## src/rtl/intr_frame_assembler.sv

```systemverilog
// Assembles SYNC/ADDR/D2/D1/D0/CSUM byte frames from the host interrupt link into
// register commands, discarding frames with bad checksum, reserved bits or idle timeout.
module intr_frame_assembler #(
   parameter logic [7:0]  SYNC_BYTE      = 8'hA5,
   parameter int unsigned TIMEOUT_CYCLES = 50000
) (
   input  logic        sysClk,
   input  logic        reset,
   input  logic [7:0]  rx_byte,
   input  logic        rx_byte_valid,
   output logic [7:0]  reg_addr,
   output logic [16:0] reg_data,
   output logic        reg_input_valid,
   output logic        frame_err,
   output logic [1:0]  err_code,
   output logic        busy
);

   localparam int CW = $clog2(TIMEOUT_CYCLES + 1);
   localparam logic [CW-1:0] CNT_LIMIT = CW'(TIMEOUT_CYCLES);

   typedef enum logic [2:0] {
      ST_IDLE,
      ST_ADDR,
      ST_D2,
      ST_D1,
      ST_D0,
      ST_CSUM
   } state_t;

   state_t        state_reg, state_next;
   logic [CW-1:0] idle_cnt_reg;
   logic [CW-1:0] idle_cnt_inc;
   logic [7:0]    xor_reg;
   logic [7:0]    addr_reg;
   logic [7:0]    d1_reg;
   logic [7:0]    d0_reg;
   logic          d16_reg;
   logic          bad_reg;
   logic          timeout;

   assign busy = (state_reg != ST_IDLE);

   always_ff @(posedge sysClk) begin
      if (reset) begin
         state_reg <= ST_IDLE;
      end else begin
         state_reg <= state_next;
      end
   end

   // A byte strobe always takes priority over the idle timeout in the same cycle.
   always_comb begin
      state_next   = state_reg;
      timeout      = 1'b0;
      idle_cnt_inc = (idle_cnt_reg == CNT_LIMIT) ? idle_cnt_reg : idle_cnt_reg + 1'b1;
      if (rx_byte_valid) begin
         case (state_reg)
            ST_IDLE: if (rx_byte == SYNC_BYTE) state_next = ST_ADDR;
            ST_ADDR: state_next = ST_D2;
            ST_D2:   state_next = ST_D1;
            ST_D1:   state_next = ST_D0;
            ST_D0:   state_next = ST_CSUM;
            ST_CSUM: state_next = ST_IDLE;
            default: state_next = ST_IDLE;
         endcase
      end else if (state_reg != ST_IDLE && idle_cnt_inc == CNT_LIMIT) begin
         timeout    = 1'b1;
         state_next = ST_IDLE;
      end
   end

   always_ff @(posedge sysClk) begin
      if (reset) begin
         idle_cnt_reg    <= '0;
         xor_reg         <= '0;
         addr_reg        <= '0;
         d1_reg          <= '0;
         d0_reg          <= '0;
         d16_reg         <= 1'b0;
         bad_reg         <= 1'b0;
         reg_addr        <= '0;
         reg_data        <= '0;
         reg_input_valid <= 1'b0;
         frame_err       <= 1'b0;
         err_code        <= 2'b00;
      end else begin
         reg_input_valid <= 1'b0;
         frame_err       <= 1'b0;

         if (state_reg == ST_IDLE || rx_byte_valid || timeout) begin
            idle_cnt_reg <= '0;
         end else begin
            idle_cnt_reg <= idle_cnt_inc;
         end

         if (timeout) begin
            frame_err <= 1'b1;
            err_code  <= 2'b11;
         end

         if (rx_byte_valid) begin
            case (state_reg)
               ST_IDLE: begin
                  if (rx_byte == SYNC_BYTE) begin
                     xor_reg <= '0;
                     bad_reg <= 1'b0;
                  end
               end
               ST_ADDR: begin
                  addr_reg <= rx_byte;
                  xor_reg  <= xor_reg ^ rx_byte;
               end
               ST_D2: begin
                  d16_reg <= rx_byte[0];
                  bad_reg <= bad_reg | (|rx_byte[7:1]);
                  xor_reg <= xor_reg ^ rx_byte;
               end
               ST_D1: begin
                  d1_reg  <= rx_byte;
                  xor_reg <= xor_reg ^ rx_byte;
               end
               ST_D0: begin
                  d0_reg  <= rx_byte;
                  xor_reg <= xor_reg ^ rx_byte;
               end
               ST_CSUM: begin
                  // Reserved-bit failure outranks a checksum mismatch.
                  if (bad_reg) begin
                     frame_err <= 1'b1;
                     err_code  <= 2'b10;
                  end else if (rx_byte != xor_reg) begin
                     frame_err <= 1'b1;
                     err_code  <= 2'b01;
                  end else begin
                     reg_addr        <= addr_reg;
                     reg_data        <= {d16_reg, d1_reg, d0_reg};
                     reg_input_valid <= 1'b1;
                  end
               end
               default: ;
            endcase
         end
      end
   end

endmodule

```

## config.mk

```make
export PLATFORM = sky130hd
export DESIGN_NAME = intr_frame_assembler
export DESIGN_NICKNAME = d
export VERILOG_FILES = /design/src/rtl/intr_frame_assembler.sv
export SDC_FILE = /design/constraint.sdc
export NUM_CORES = 1
export LEC_CHECK = 0
export ABC_CLOCK_PERIOD_IN_PS = 2430
export CORE_ASPECT_RATIO = 1.5
export CORE_UTILIZATION = 33
export DETAILED_ROUTE_END_ITERATION = 10
export DONT_BUFFER_PORTS = 1
export HOLD_SLACK_MARGIN = 0.05
export MAX_ROUTING_LAYER = met4
export PLACE_DENSITY_LB_ADDON = 0.08
export SYNTH_ARGS = -nofsm -noshare
export SYNTH_HDL_FRONTEND = slang
export SYNTH_SLANG_ARGS = --single-unit
```

## constraint.sdc

```tcl
create_clock -name sysClk -period 2.43 [get_ports sysClk]
set_input_delay 0.486 -clock sysClk [delete_from_list [all_inputs] [get_ports sysClk]]
set_output_delay 0.486 -clock sysClk [all_outputs]
set_load 0.1 [all_outputs]
```

==> metrics.md <==
| Metric | Value |
|---|---|
| Status | `complete, no violations` |
| Post-synthesis sequential area ratio | `46.23%` |
| Slew Limit Headroom | `69.10%` |
| CP Capture Type | `flip-flop` |
| Worst-margin pin slew | `0.4600 ns` |
| Residual DRC | `0` |
| Chip width | `86.70 microns` |
| Fill cell count | `1084` |
| Worst Path Max Fanout | `3` |
| Max Cap Viol | `0` |
| Post-synth top area share | `46.23%` |
| Congestion Overflow GR | `0` |
| Fin nets | `457` |
| Finished Cell Area | `4255 sq um` |
| Pre-CTS WS | `0.02236 ns` |
| Most common cell in the netlist | `dfxtp_1` |
| Power Density | `622.9 nW/um^2` |
| Post-DP HPWL | `6130 microns` |
| CP max-delay cell | `or4b_4` |
| TritonCTS clock tree | `built` |
| DIE AREA | `11190 sq um` |
| Worst vdd ir | `0.0003276 V` |
| Internal power | `2.104 mW` |
| Layout cell share with drive strength beyond 1 | `15.14%` |
| Max clock buf depth | `2` |
| Site Rows | `46` |
| CP cell instances | `or4b_4, or4_4, mux2i_2, nand4_1, o211a_1, o31a_1` |
| Leak Pwr | `1.700 nW` |
| Antenna Nets Post-Route | `0` |
| Worst min-delay path category | `in -> reg` |
| Cells after Synth | `417` |
| Synthesized area per cell | `8.515 sq um` |
| H-tree lvl count | `3` |
| Max FFs per register | `17` |
| Clk network pwr share | `48.7%` |
| YS warnings | `0` |
| Final setup viols | `0` |
| Post-synth ARST share | `0%` |
| Clk_lat worst skew | `0.34 ns` |
| Total CTS buffers | `9` |
| Die H | `129.0 microns` |
| Met2 usage | `30.53%` |
| Vias in the first global route | `2911` |
| Vias per cell | `4.970` |
| Final hold violations | `0` |
| CTS root buf | `clkbuf_16` |
| Starting DRT DRC Count | `169` |
| Crit path arrival time | `2.60 ns` |
| First-pass GRT wire length | `14300 microns` |
| Total Routing Usage GR | `17.24%` |
| Cts hold-fix bufs | `0` |
| Initial Utilization | `33.71%` |
| Fmax | `420.7 MHz` |
| DR vias | `2947` |
| Area Growth Syn to Fin | `19.84%` |
| Required @ worst endpoint | `2.66 ns` |
| Setup ws final | `0.05283 ns` |
| Delay of the slowest critical-path stage | `0.55 ns` |
| Largest cells by area after synthesis | `dfxtp_1 (46%), mux2i_1 (7.6%), nand2_1 (6.1%), a21oi_1 (5.8%), nor2_1 (5.1%)` |
| Post-synth cell types | `46` |
| List of most frequent post-synthesis cells | `dfxtp_1 (82), nand2_1 (58), nor2_1 (48), a21oi_1 (41), mux2i_1 (27)` |
| Placed Area | `3955 sq um` |
| Initial antenna violation count | `0` |
| Largest area contributor in the netlist | `dfxtp_1` |
| Worst-path clk slew | `0.06 ns` |
| GP Congestion | `0.9231` |
| GRT busiest layer | `met2` |
| Core box area | `10530 sq um` |
| Routed WL | `8672 microns` |
| 1st-pass router iterations | `4` |
| Ant. Diodes | `0` |
| RSZ-0062 raised after global routing | `true` |
| Clk_skew | `0.01099 ns` |
| Post-layout min period | `2.377 ns` |
| Flop pwr share | `50.7%` |
| # IOs | `41` |
| Pin count of the biggest net entering global routing | `67` |
| Comb pwr share | `0.6%` |
| Post-synth EDFFs | `0` |
| Post-Syn Nets | `430` |
| P_sw | `546.5 uW` |
| Ys flop type | `dfxtp_1` |
| WL/cell | `14.62 microns` |
| Flops & latches, synth | `82` |
| Critical Path Start Type | `flip-flop` |
| Crit share post-route | `97.83%` |
| Grt met3 use | `3.631%` |
| Met1 usage in global routing | `18.67%` |
| Switching Share | `20.62%` |
| Port Buffers | `0` |
| Max-slew violation count | `0` |
| CTS sink count | `82` |
| Area of the mapped netlist | `3551 sq um` |
| Critical path class | `reg -> reg` |
final cells by class:
cell class,instances,area [sq um],area share [%]
Inverter,7,26.28,0.6175
Timing Repair Buffer,45,337.8,7.939
Tap cell,144,180.2,4.234
Multi-Input combinational cell,299,1787,41.99
Clock buffer,13,260.3,6.116
Clock inverter,3,22.52,0.5293
Sequential cell,82,1642,38.58
logic make-up (layout without fill, tap and decap cells):
group	after synthesis	after routing	synth area share (%)
buffers and inverters	36	68	3.946
adder cells (fa/ha/maj)	2	2	0.7046
AO/OA/AOI/OAI	70	70	11.66
AND/OR/NAND/NOR	176	176	23.93
XOR/XNOR	24	24	5.920
flip-flops	82	82	46.23
multiplexers	27	27	7.611
worst max-delay path: cells and delay by family, from the launching register on:
family | cells | cell delay [ns]
and+or+nand+nor | 3 | 1.25
AOI/OAI and AO/OA | 2 | 0.47
DFF | 1 | 0.33
muxes | 1 | 0.22
per-layer routing:
metal / vias to the layer above / wire length, microns
met5: - / 0
met4: 0 / 168
met3: 13 / 407
met2: 64 / 4506
met1: 1378 / 3589
li1: 1492 / -
metrics by stage:
stage | instances | power (mW) | hold slack [ns] | TNS, ns | util, %
floorplan | 417 | 1.409 | 0.4357 | 0 | -
global placement | 577 | 1.389 | 0.4368 | 0 | 37.55
detailed placement | 577 | 1.389 | 0.4439 | 0 | 37.55
CTS | 593 | 2.684 | 0.2137 | 0 | 40.24
global route | 593 | 2.743 | 0.2149 | -0.02608 | 40.40
finish | 593 | 2.651 | 0.2347 | 0 | 40.40
layout by cell type (no fill, tap or decap), types with 2 or more instances in the layout:
master / n
clkbuf_1: 2
or3_1: 2
nand3b_1: 10
o22ai_1: 2
clkbuf_16: 9
and3_1: 4
nand3_1: 10
nor3_1: 16
and2_1: 2
nand2_1: 58
buf_4: 45
o21ba_2: 2
clkbuf_8: 2
dfxtp_1: 82
and4_1: 3
xor2_1: 14
a31oi_1: 3
inv_1: 7
o21ai_0: 11
or4_1: 3
mux2i_1: 26
nand4_1: 6
nor2b_1: 2
xnor2_1: 10
ha_1: 2
nor2_1: 48
nand4b_1: 2
nor4_1: 2
a21oi_1: 41
worst paths after layout:
kind	from	endpoint	slack (ns)	cells after the start
min	reset	state_reg[2]	0.23	1
max reg2reg	idle_cnt_reg[11]	state_reg[1]	0.05	6
min reg2reg	d1_reg[5]	d1_reg[5]	0.45	2
max	idle_cnt_reg[11]	state_reg[1]	0.05	6
repair_timing:
item                                    4_1_cts  5_1_grt
resized for setup                             0        4
buffers inserted                              0        0
endpoints found under the setup margin        0       14
hold endpoints to repair                      0        0
power by group through the flow:
stage / clock network (mW) / registers [mW] / logic [mW]
after floorplan: 0 / 1.37 / 0.0346
after global placement: 0 / 1.37 / 0.0149
after detailed placement: 0 / 1.37 / 0.0147
after CTS: 1.32 / 1.34 / 0.0148
after global routing: 1.38 / 1.34 / 0.0168
final: 1.29 / 1.34 / 0.0147
(Power assumes the default switching activity.)
